$ cat src/rtl/wb_pkg.sv
// Shared definitions for the writeback/retire stage.
// Contents:
//   - exception codes written to wb_ecode;
//   - bit positions inside the ms_exc and ms_csr_op flag vectors;
//   - the CSR index driven during ertn;
//   - the control part of a retire-buffer entry. The datapath fields
//     (pc, result, vaddr, rj, rkd, dest) depend on module parameters,
//     so the top packs them alongside this struct.
package wb_pkg;

    localparam logic [5:0] ECODE_INT  = 6'h00;
    localparam logic [5:0] ECODE_ADEF = 6'h08;
    localparam logic [5:0] ECODE_INE  = 6'h0d;
    localparam logic [5:0] ECODE_SYS  = 6'h0b;
    localparam logic [5:0] ECODE_BRK  = 6'h0c;
    localparam logic [5:0] ECODE_ALE  = 6'h09;

    localparam int EXC_ADEF = 0;
    localparam int EXC_INE  = 1;
    localparam int EXC_SYS  = 2;
    localparam int EXC_BRK  = 3;
    localparam int EXC_ALE  = 4;

    localparam int CSR_OP_RD   = 0;
    localparam int CSR_OP_WR   = 1;
    localparam int CSR_OP_XCHG = 2;
    localparam int CSR_OP_ERTN = 3;

    localparam logic [13:0] CSR_ERA = 14'h6;

    // gr_we sits at the LSB so that {gr_we, dest} forms one contiguous
    // field in the packed entry, which the buffer taps for hazard vectors.
    typedef struct packed {
        logic [13:0] csr_num;
        logic [3:0]  csr_op;
        logic [4:0]  exc;
        logic        gr_we;
    } wb_entry_ctrl_t;

endpackage

$ cat src/rtl/wb_retire_fifo.sv
// Circular in-order buffer used as the retire queue.
// Ports:
//   clk, reset        clock, synchronous active-high reset
//   push, pop, flush  enqueue din / dequeue head / drop every entry
//   din               entry to enqueue
//   head              entry at the head (valid when count > 0)
//   count             number of occupied entries, 0..DEPTH
//   valid_vec         per-entry valid, index 0 = head
//   tap_vec           TAP_W-bit slice at TAP_LSB of every entry, index 0 = head
module wb_retire_fifo #(
    parameter int W       = 8,
    parameter int DEPTH   = 2,
    parameter int TAP_LSB = 0,
    parameter int TAP_W   = 1,
    localparam int PTR_W  = (DEPTH > 1) ? $clog2(DEPTH) : 1,
    localparam int CNT_W  = $clog2(DEPTH + 1)
) (
    input  logic                   clk,
    input  logic                   reset,
    input  logic                   push,
    input  logic                   pop,
    input  logic                   flush,
    input  logic [W-1:0]           din,
    output logic [W-1:0]           head,
    output logic [CNT_W-1:0]       count,
    output logic [DEPTH-1:0]       valid_vec,
    output logic [DEPTH*TAP_W-1:0] tap_vec
);

    logic [W-1:0]     mem [DEPTH];
    logic [PTR_W-1:0] head_ptr, tail_ptr;
    logic [PTR_W:0]   rot_idx;
    logic [W-1:0]     ent;

    function automatic logic [PTR_W-1:0] ptr_inc(input logic [PTR_W-1:0] p);
        if (p == PTR_W'(DEPTH - 1)) return '0;
        return p + 1'b1;
    endfunction

    always_ff @(posedge clk) begin
        if (reset || flush) begin
            head_ptr <= '0;
            tail_ptr <= '0;
            count    <= '0;
        end else begin
            if (push) tail_ptr <= ptr_inc(tail_ptr);
            if (pop)  head_ptr <= ptr_inc(head_ptr);
            case ({push, pop})
                2'b10:   count <= count + 1'b1;
                2'b01:   count <= count - 1'b1;
                default: count <= count;
            endcase
        end
    end

    always_ff @(posedge clk) begin
        if (push && !flush && !reset) mem[tail_ptr] <= din;
    end

    assign head = mem[head_ptr];

    // Present entries rotated so that index 0 is always the head.
    always_comb begin
        valid_vec = '0;
        tap_vec   = '0;
        rot_idx   = '0;
        ent       = '0;
        for (int i = 0; i < DEPTH; i++) begin
            rot_idx = {1'b0, head_ptr} + (PTR_W + 1)'(i);
            if (rot_idx >= (PTR_W + 1)'(DEPTH)) rot_idx = rot_idx - (PTR_W + 1)'(DEPTH);
            ent = mem[rot_idx[PTR_W-1:0]];
            valid_vec[i] = CNT_W'(i) < count;
            tap_vec[i*TAP_W +: TAP_W] = ent[TAP_LSB +: TAP_W];
        end
    end

endmodule

$ cat src/rtl/wb_retire_stage.sv
// Writeback/retire stage: a DEPTH-entry in-order retire buffer between the
// memory stage and a stallable register-file write port. Exceptions,
// interrupts and ertn are resolved at the buffer head and flush the buffer.
// Ports:
//   clk, reset                 clock, synchronous active-high reset
//   ms_to_ws_valid/ws_allowin  handshake with the memory stage
//   ms_*                       instruction fields captured on push
//   rf_stall                   register-file port busy this cycle
//   has_int                    pending interrupt
//   csr_rvalue                 combinational CSR read data for csr_num
//   csr_*                      CSR index / write strobe / mask / value
//   wb_ex, wb_ecode, wb_vaddr  exception commit pulse and cause
//   wb_pc, wb_ertn             head PC, ertn commit pulse
//   rf_we, rf_waddr, rf_wdata  GPR write port
//   pend_we_vec, pend_dest_vec per-entry pending destinations (entry0 = head)
//   retire_cnt                 retired-instruction counter
module wb_retire_stage
    import wb_pkg::*;
#(
    parameter int DATA_W  = 32,
    parameter int RADDR_W = 5,
    parameter int DEPTH   = 2,
    parameter int CNT_W   = 32
) (
    input  logic                     clk,
    input  logic                     reset,
    input  logic                     ms_to_ws_valid,
    output logic                     ws_allowin,
    input  logic [DATA_W-1:0]        ms_pc,
    input  logic                     ms_gr_we,
    input  logic [RADDR_W-1:0]       ms_dest,
    input  logic [DATA_W-1:0]        ms_result,
    input  logic [4:0]               ms_exc,
    input  logic [DATA_W-1:0]        ms_vaddr,
    input  logic [3:0]               ms_csr_op,
    input  logic [13:0]              ms_csr_num,
    input  logic [DATA_W-1:0]        ms_rj,
    input  logic [DATA_W-1:0]        ms_rkd,
    input  logic                     rf_stall,
    input  logic                     has_int,
    input  logic [DATA_W-1:0]        csr_rvalue,
    output logic [13:0]              csr_num,
    output logic                     csr_we,
    output logic [DATA_W-1:0]        csr_wmask,
    output logic [DATA_W-1:0]        csr_wvalue,
    output logic                     wb_ex,
    output logic [5:0]               wb_ecode,
    output logic [DATA_W-1:0]        wb_vaddr,
    output logic [DATA_W-1:0]        wb_pc,
    output logic                     wb_ertn,
    output logic                     rf_we,
    output logic [RADDR_W-1:0]       rf_waddr,
    output logic [DATA_W-1:0]        rf_wdata,
    output logic [DEPTH-1:0]         pend_we_vec,
    output logic [DEPTH*RADDR_W-1:0] pend_dest_vec,
    output logic [CNT_W-1:0]         retire_cnt
);

    localparam int CTRL_W   = $bits(wb_entry_ctrl_t);
    localparam int DEST_LSB = 5 * DATA_W;
    localparam int ENTRY_W  = DEST_LSB + RADDR_W + CTRL_W;
    localparam int TAP_W    = RADDR_W + 1;
    localparam int FCNT_W   = $clog2(DEPTH + 1);

    wb_entry_ctrl_t        in_ctrl, h_ctrl;
    logic [ENTRY_W-1:0]    in_entry, head;
    logic [FCNT_W-1:0]     fifo_count;
    logic [DEPTH-1:0]      valid_vec;
    logic [DEPTH*TAP_W-1:0] tap_vec;
    logic [DATA_W-1:0]     h_pc, h_result, h_vaddr, h_rj, h_rkd;
    logic [RADDR_W-1:0]    h_dest;
    logic                  head_valid, take_ex, take_ertn, retire_ok, normal_ret;
    logic                  flush, push;
    logic [CNT_W-1:0]      cnt_q;

    assign in_ctrl  = '{csr_num: ms_csr_num, csr_op: ms_csr_op, exc: ms_exc, gr_we: ms_gr_we};
    assign in_entry = {in_ctrl, ms_dest, ms_pc, ms_result, ms_vaddr, ms_rj, ms_rkd};
    assign {h_ctrl, h_dest, h_pc, h_result, h_vaddr, h_rj, h_rkd} = head;

    // Gating with reset keeps every strobe low while reset is held.
    assign head_valid = valid_vec[0] && !reset;
    assign take_ex    = head_valid && (has_int || (|h_ctrl.exc));
    assign take_ertn  = head_valid && h_ctrl.csr_op[CSR_OP_ERTN] && !take_ex;
    assign retire_ok  = head_valid && (take_ex || take_ertn || !rf_stall);
    assign normal_ret = retire_ok && !take_ex && !take_ertn;
    assign flush      = take_ex || take_ertn;

    assign ws_allowin = (fifo_count != FCNT_W'(DEPTH)) || retire_ok;
    assign push       = ms_to_ws_valid && ws_allowin && !flush;

    wb_retire_fifo #(
        .W       (ENTRY_W),
        .DEPTH   (DEPTH),
        .TAP_LSB (DEST_LSB),
        .TAP_W   (TAP_W)
    ) u_fifo (
        .clk       (clk),
        .reset     (reset),
        .push      (push),
        .pop       (normal_ret),
        .flush     (flush),
        .din       (in_entry),
        .head      (head),
        .count     (fifo_count),
        .valid_vec (valid_vec),
        .tap_vec   (tap_vec)
    );

    assign wb_ex   = take_ex;
    assign wb_ertn = take_ertn;
    assign wb_pc   = h_pc;

    assign rf_we    = normal_ret && h_ctrl.gr_we;
    assign rf_waddr = h_dest;
    assign rf_wdata = (|h_ctrl.csr_op[CSR_OP_XCHG:CSR_OP_RD]) ? csr_rvalue : h_result;

    // During ertn the CSR read port is pointed at ERA for the return address.
    assign csr_num    = (head_valid && h_ctrl.csr_op[CSR_OP_ERTN]) ? CSR_ERA : h_ctrl.csr_num;
    assign csr_we     = normal_ret && (h_ctrl.csr_op[CSR_OP_WR] || h_ctrl.csr_op[CSR_OP_XCHG]);
    assign csr_wvalue = h_rkd;

    always_comb begin
        csr_wmask = '0;
        if (h_ctrl.csr_op[CSR_OP_WR])        csr_wmask = '1;
        else if (h_ctrl.csr_op[CSR_OP_XCHG]) csr_wmask = h_rj;
    end

    always_comb begin
        wb_ecode = ECODE_INT;
        wb_vaddr = '0;
        if (has_int) begin
            wb_ecode = ECODE_INT;
        end else if (h_ctrl.exc[EXC_ADEF]) begin
            wb_ecode = ECODE_ADEF;
            wb_vaddr = h_pc;
        end else if (h_ctrl.exc[EXC_INE]) begin
            wb_ecode = ECODE_INE;
        end else if (h_ctrl.exc[EXC_SYS]) begin
            wb_ecode = ECODE_SYS;
        end else if (h_ctrl.exc[EXC_BRK]) begin
            wb_ecode = ECODE_BRK;
        end else if (h_ctrl.exc[EXC_ALE]) begin
            wb_ecode = ECODE_ALE;
            wb_vaddr = h_vaddr;
        end
    end

    always_comb begin
        pend_we_vec   = '0;
        pend_dest_vec = '0;
        for (int i = 0; i < DEPTH; i++) begin
            pend_we_vec[i] = valid_vec[i] && tap_vec[i*TAP_W + RADDR_W];
            pend_dest_vec[i*RADDR_W +: RADDR_W] = tap_vec[i*TAP_W +: RADDR_W];
        end
    end

    // Exceptions do not count as retired; ertn does.
    always_ff @(posedge clk) begin
        if (reset)                         cnt_q <= '0;
        else if (normal_ret || take_ertn)  cnt_q <= cnt_q + 1'b1;
    end

    assign retire_cnt = cnt_q;

endmodule

$ cat config.mk
export PLATFORM = sky130hd
export DESIGN_NAME = wb_retire_stage
export DESIGN_NICKNAME = d
export VERILOG_FILES = /design/src/rtl/wb_pkg.sv /design/src/rtl/wb_retire_fifo.sv /design/src/rtl/wb_retire_stage.sv
export SDC_FILE = /design/constraint.sdc
export NUM_CORES = 1
export LEC_CHECK = 0
export BUFFER_PORTS_ARGS = -buffer_cell sky130_fd_sc_hd__buf_2
export CORE_ASPECT_RATIO = 1.75
export CORE_UTILIZATION = 52
export DETAILED_ROUTE_END_ITERATION = 10
export GPL_TIMING_DRIVEN = 0
export PLACE_DENSITY = 0.79
export SLEW_MARGIN = 15
export SYNTH_ARGS = -nofsm -noshare
export SYNTH_HDL_FRONTEND = slang
export SYNTH_SLANG_ARGS = --single-unit
$ cat constraint.sdc
create_clock -name clk -period 25.2 [get_ports clk]
set_input_delay 5.04 -clock clk [delete_from_list [all_inputs] [get_ports clk]]
set_output_delay 5.04 -clock clk [all_outputs]
set_load 0.02 [all_outputs]
==> results of run 1 <==
layout by cell type (no fill, tap or decap), types with 2 or more instances in the layout:
master	Yosys	final
a21oi_1	52	52
edfxtp_1	378	378
nor3_1	10	8
or2_2	4	4
buf_2	4	460
or4_1	16	16
o21ai_1	2	2
and4_1	2	2
conb_1	1	2
a32oi_1	2	2
clkinv_8	0	2
xor2_1	4	4
buf_4	7	30
clkbuf_1	42	54
clkinv_1	1	5
nor3_2	0	2
a311oi_1	2	2
nand3_1	45	45
nand2b_1	6	6
clkinv_2	0	4
nor2_1	41	41
diode_2	0	9
and3_1	4	4
buf_6	2	24
clkbuf_16	0	41
nor4_1	11	11
nand4_1	7	7
xnor2_1	11	11
dfxtp_1	37	37
o31ai_1	16	16
buf_1	12	12
ha_1	5	5
mux2_2	75	75
or3_1	4	4
o21ai_0	67	67
inv_1	11	11
bufinv_16	0	2
mux2i_1	119	119
nand2_1	45	45
power groups by stage:
stage	combinational, mW	clock (mW)	sequential, mW
floorplan	0.199	0	0.934
global placement	0.319	0	0.965
detailed placement	0.357	0	0.891
CTS	0.359	0.574	0.877
global route	0.383	0.598	0.882
finish	0.357	0.566	0.876
cell families (layout without fill, tap and decap cells):
kind of cell | Yosys count | count (layout) | synth area share (%)
multiplexers | 195 | 195 | 12.4
other | 1 | 11 | 0.0227
AO/OA/AOI/OAI | 149 | 149 | 4.99
AND/OR/NAND/NOR | 201 | 201 | 6.10
buffers and inverters | 80 | 648 | 2.11
flip-flops | 415 | 415 | 73.2
XOR/XNOR | 15 | 15 | 0.795
adder cells (fa/ha/maj) | 5 | 5 | 0.379
final timing paths:
kind | to | slack, ps | depth (start not counted)
hold reg to reg | retire_cnt[16]$_SDFFE_PP0P_ | 490 | 2
hold / removal | retire_cnt[16]$_SDFFE_PP0P_ | 490 | 2
setup reg to reg | u_fifo.mem[0][8]$_DFFE_PP_ | 21060 | 13
setup / recovery | ws_allowin | 13300 | 8
final cells by class:
cell class	count	area, um2
inverter	12	45.0
tap	396	495
fill	2254	10400
sequential	415	12100
clock inverter	13	136
buffer	68	303
timing repair buffer	501	2700
clock buffer	54	1080
multi-input combinational	567	4100
antenna	9	22.5
metal layers:
layer	up-vias	wire (um)
met5	-	79
met4	12	1750
met3	111	2990
met2	469	22800
met1	5445	14400
li1	5166	-
through the flow:
| step | std cells | utilization (%) |
|---|---|---|
| after floorplan | 1062 | - |
| after global placement | 1914 | 61.4 |
| after detailed placement | 1959 | 62.8 |
| after CTS | 2026 | 66.7 |
| after global routing | 2033 | 66.8 |
| final | 2035 | 66.8 |
registers in the layout, indices dropped and copies added (netlist names), named ones only:
name / count
u_fifo.tail_ptr: 1
u_fifo.head_ptr: 1
u_fifo.mem: 378
retire_cnt: 32
u_fifo.count: 2
tightest hold or removal path, cell delays in order, from the launching register on:
cell and delay [ps]:
dfxtp_1 320, o31ai_1 70, a21oi_1 60
==> flow_metrics.py, run 1 <==
metrics = {
    "status": {
        "run_status": "finished clean",
    },
    "floorplanning": {
        "dieWidth_um": 137,
        "ios": 460,
        "core_area_mm2": 0.0314,
        "rows": 86,
        "fp.dieArea_mm2": 0.0325,
        "start_util_pct": 52.6,
        "die_h_um": 238,
    },
    "sta": {
        "fin_crit_ps": 11900,
        "period_share_pct": 47.2,
        "hold_viol_final": 0,
        "fin_setup_tns_ps": 0,
        "clock_skew_ps": 16.6,
        "setup_ws_ps": 13300,
        "fmax_mhz": 84.0,
        "setup_viol": 0,
        "relSlewSlack_pct": 32.3,
        "worst_pin_slew_ps": 1010,
        "slew_violations": 0,
        "rsz0062_at_grt": "false",
        "timing.hold.ws_ps": 493,
    },
    "setup_path": {
        "start_kind": "input pin",
        "crit_type": "in2out",
        "critPathRequiredTime_ps": 20160,
        "crit_fanout": 10,
        "cpPeakStageDelay_ps": 380,
        "end_kind": "output port",
        "critPathBufInv": 4,
        "path_common_cell": "buf_2",
        "cp_cell_sequence": "buf_2, clkinv_1, o211ai_1, clkbuf_1, nor2_1, and3_1, o21ai_0, buf_2",
        "timing.critical_path.max_delay_family": "buffers and inverters",
        "arrival_ps": 6860,
        "crit_start": "has_int",
        "cp_slowest_cell": "clkbuf_1",
    },
    "placed_design": {
        "placed_area_mm2": 0.0197,
        "gp_congestion": 0.847,
        "dp_slack_ps": 13290,
        "portBuffers": 456,
        "dp_hpwl_mm": 31.5,
    },
    "power": {
        "vdd.ir_drop.worst_v": 0.0000736,
        "p_per_area_mw_per_mm2": 85.8,
        "swShare_pct": 27.8,
        "seq_power_share_pct": 48.7,
        "internal_power_mw": 1.30,
        "p_leak_nw": 7.75,
        "p_clk_share_pct": 31.5,
        "power.switching_mw": 0.500,
        "power_mw": 1.80,
        "p_comb_share_pct": 19.8,
    },
    "yosys": {
        "synth_area_leaders": "edfxtp_1, mux2i_1, mux2_2, dfxtp_1, o21ai_0",
        "synth_area_leader_cell": "edfxtp_1",
        "yosysWarnings": 0,
        "synth.most_common_cell": "edfxtp_1",
        "ys_types": 49,
        "synth_cells": 1061,
        "ys_top_cells_by_count": "edfxtp_1, mux2i_1, mux2_2, o21ai_0, a21oi_1",
        "ys.flop_type": "edfxtp_1",
        "avgSynthCellArea_um2": 15.6,
        "synth_edf_count": 378,
        "ys_seq_area_share_pct": 73.2,
        "synthesis.area_mm2": 0.0165,
        "async_flop_share_pct": 0,
        "synth_top_area_share_pct": 68.7,
        "synth_seq_cells": 415,
    },
    "global_routing": {
        "antenna_found_initial": 14,
        "grt_first_pass_wirelength_mm": 61.0,
        "grt_use_met1_pct": 26.5,
        "grt_start_max_net_pins": 16,
        "grt_pass1_vias": 11300,
        "gr-total-overflow": 0,
        "use_met3_pct": 5.93,
        "use_met2_pct": 46.2,
        "track_usage_pct": 25.3,
        "top_usage_layer": "met2",
    },
    "route": {
        "firstDrtPassIters": 5,
        "route.antenna.remaining_nets": 0,
        "drt_iter0_markers": 621,
        "drt-vias-per-instance": 5.51,
        "vias": 11200,
        "wl_mm": 42.0,
        "avgRoutedWirePerCell_um": 20.6,
        "drc": 0,
    },
    "worst_hold_path": {
        "hp-class": "reg2reg",
        "hp-start": "retire_cnt[16]$_SDFFE_PP0P_",
    },
    "layout": {
        "final_nets": 1834,
        "fin_area_mm2": 0.0210,
        "drive_above_1_share_pct": 39.8,
        "syn2layout_area_growth_pct": 27.0,
    },
    "clock_network": {
        "postCtsSetupBuffers": 0,
        "cts_tree": "built",
        "clk_latency_ps": 540,
        "cts.repair.resized": 0,
        "clock_path_buffers": 3,
        "clkSinkCount": 415,
        "cts.htree.levels": 2,
        "hold_buffers": 0,
        "clock-root-buffer": "clkbuf_16",
        "cts_buffers": 38,
        "clkTransAtPathRegs_ps": 60,
    },
    "flow_run": {
        "drv_cap": 0,
    },
}
Note: power is estimated with default switching activity, not from simulation.
==> run 2, diff against run 1 <==
Settings changed: ABC_AREA set to 1, CORE_UTILIZATION 52 to 47, PLACE_DENSITY 0.79 to 0.75.
Clock period 25.2 ns to 9.6 ns, I/O delays scaled along.
==> run 2 against run 1 <==
  * Critical path type unchanged
  * Largest power group unchanged
  * Largest cell class unchanged
  * Clock-buffer cell count shrank 5
  * Combinational power rose by 25%
  * Clock power grew to 2.8 times the previous value
  * Highest routed layer unchanged
==> flow_metrics.py, run 2 <==
metrics = {
    "worst_hold_path": {
        "hp-class": "reg2reg",
        "hp-start": "retire_cnt[31]$_SDFFE_PP0P_",
    },
    "global_routing": {
        "track_usage_pct": 26.7,
        "grt_pass1_vias": 13000,
        "grt_start_max_net_pins": 29,
        "grt_first_pass_wirelength_mm": 71.8,
        "gr-total-overflow": 0,
        "antenna_found_initial": 21,
    },
    "yosys": {
        "synth_fa_ha_area_share_pct": 0.373,
        "yosys.area_share.xor_xnor_pct": 0.313,
        "ys_top_cells_by_count": "nand2_1, edfxtp_1, nor2_1, a31oi_1, a21oi_1",
        "ys.flop_type": "edfxtp_1",
        "synth_mux_area_share_pct": 0.0597,
        "synth_seq_cells": 415,
        "synth_area_leaders": "edfxtp_1, nand2_1, dfxtp_1, a31oi_1, nor2_1",
        "synth_cells": 1465,
        "synth_compound_area_share_pct": 6.78,
        "avgSynthCellArea_um2": 11.4,
        "synth_top_family_by_area": "simple AND/OR/NAND/NOR gates",
        "synth_area_leader_cell": "edfxtp_1",
        "synth_edf_count": 378,
        "synth-simple-area-share_pct": 16.9,
        "synth_top_area_share_pct": 67.7,
        "synthesis.area_mm2": 0.0168,
        "async_flop_share_pct": 0,
        "ys_types": 35,
        "yosysWarnings": 0,
        "ys_seq_area_share_pct": 72.1,
        "synth.most_common_cell": "nand2_1",
    },
    "flow_run": {
        "drv_cap": 0,
    },
    "setup_path": {
        "start_kind": "input pin",
        "crit_start": "reset",
        "crit_fanout": 10,
        "end_kind": "output port",
        "critPathRequiredTime_ps": 7680,
        "r2r-start": "u_fifo.count[1]$_SDFFE_PP0P_",
        "crit_type": "in2out",
        "arrival_ps": 3850,
    },
    "clock_network": {
        "clock-root-buffer": "clkbuf_16",
        "postCtsSetupBuffers": 0,
        "clkSinkCount": 415,
        "cts.htree.levels": 2,
        "cts_buffers": 38,
        "clk_latency_ps": 530,
        "hold_buffers": 0,
        "clkTransAtPathRegs_ps": 60,
        "clock_path_buffers": 3,
        "cts_tree": "built",
        "cts.repair.resized": 0,
    },
    "sta": {
        "slew_violations": 0,
        "period_share_pct": 60.1,
        "relSlewSlack_pct": 38.5,
        "clock_skew_ps": 22.1,
        "fmax_mhz": 173,
        "hold_viol_final": 0,
        "fin_crit_ps": 5770,
        "worst_pin_slew_ps": 915,
        "setup_viol": 0,
        "rsz0062_at_grt": "false",
    },
    "floorplanning": {
        "dieWidth_um": 145,
        "ios": 460,
        "start_util_pct": 47.7,
        "core_area_mm2": 0.0352,
        "rows": 91,
        "die_h_um": 252,
        "fp.dieArea_mm2": 0.0365,
    },
    "layout": {
        "final_common_cell": "nand2_1",
        "largest-register": "u_fifo.mem",
        "syn2layout_area_growth_pct": 27.3,
        "drive_above_1_share_pct": 28.0,
        "finalNonFillerCells": 2483,
        "final.fill_count": 2810,
        "layout_common_cells": "nand2_1, buf_2, edfxtp_1",
        "final_nets": 2210,
        "largest_register_ffs": 378,
    },
    "route": {
        "drt-vias-per-instance": 5.28,
        "drc": 0,
        "avgRoutedWirePerCell_um": 19.9,
        "wl_mm": 49.3,
        "vias": 13100,
        "route.antenna.remaining_nets": 0,
        "drt_iter0_markers": 809,
        "firstDrtPassIters": 5,
    },
    "power": {
        "p_clk_share_pct": 37.9,
        "swShare_pct": 23.2,
        "p_per_area_mw_per_mm2": 193,
        "seq_power_share_pct": 51.3,
        "vdd.ir_drop.worst_v": 0.000223,
        "p_leak_nw": 8.68,
        "p_comb_share_pct": 10.9,
        "power_mw": 4.12,
        "power.switching_mw": 0.954,
        "internal_power_mw": 3.16,
    },
    "placed_design": {
        "gp_congestion": 0.952,
        "dp.cells": 2404,
        "dp_hpwl_mm": 36.5,
        "portBuffers": 457,
    },
    "status": {
        "run_status": "finished clean",
    },
}
## run 2: worst paths after layout
path                                               endpoint  slack (ps)  cells past startpoint
worst min-delay path            retire_cnt[31]$_SDFFE_PP0P_         500                      2
worst max-delay path                             csr_num[8]        3830                      9
worst min register to register  retire_cnt[31]$_SDFFE_PP0P_         500                      2
worst max register to register  u_fifo.mem[0][31]$_DFFE_PP_        5970                     14
## run 2: worst max-delay path: stages
cell      delay [ps]
buf_2            120
nor2_1           200
o21ai_0          120
nor2_1           150
clkinv_1         390
clkbuf_1         520
nand2_1          190
inv_1             60
buf_2            160
## run 2: cell type report
| class | count | area (um2) | area share [%] |
|---|---|---|---|
| Buffer | 84 | 384 | 1.80 |
| Clock inverter | 17 | 239 | 1.12 |
| Multi-Input combinational cell | 917 | 4120 | 19.3 |
| Inverter | 50 | 188 | 0.880 |
| Sequential cell | 415 | 12100 | 56.7 |
| Timing Repair Buffer | 473 | 2660 | 12.5 |
| Clock buffer | 49 | 1040 | 4.86 |
| Tap cell | 465 | 582 | 2.73 |
| Antenna cell | 13 | 32.5 | 0.152 |
## run 2: power by group through the flow
stage	clock network [mW]	registers (mW)	logic, mW
final	1.56	2.11	0.448
after detailed placement	0	2.15	0.445
after CTS	1.58	2.11	0.447
after global placement	0	2.18	0.401
after global routing	1.64	2.12	0.479
after floorplan	0	2.16	0.231
## run 2: cell families (layout without fill, tap and decap cells)
group | Yosys count | count (layout)
AND/OR/NAND/NOR | 726 | 726
multiplexers | 1 | 1
buffers and inverters | 134 | 673
XOR/XNOR | 6 | 6
other | 1 | 15
flip-flops | 415 | 415
AO/OA/AOI/OAI | 177 | 177
adder cells (fa/ha/maj) | 5 | 5
## run 2: stage by stage
step                      setup TNS (ps)  util (%)  setup WS (ps)  area (um2)  hold slack [ps]
final                                  0      60.6           3830       21300              503
after global routing                   0      60.6           3720       21300              531
after CTS                              0      60.5           3850       21300              505
after detailed placement               0      56.9           3850       20000              491
after global placement           -683800      55.8          -1820       19600              480
after floorplan                        0         -           1150       16800              469
## run 2: metal layers
layer | global-route usage, % | up-vias | share of wire, %
li1 | - | 6131 | -
met1 | 27.8 | 6255 | 34
met2 | 48.0 | 556 | 53
met3 | 6.40 | 151 | 7.0
met4 | 15.2 | 18 | 5.3
met5 | 0 | - | 0.25
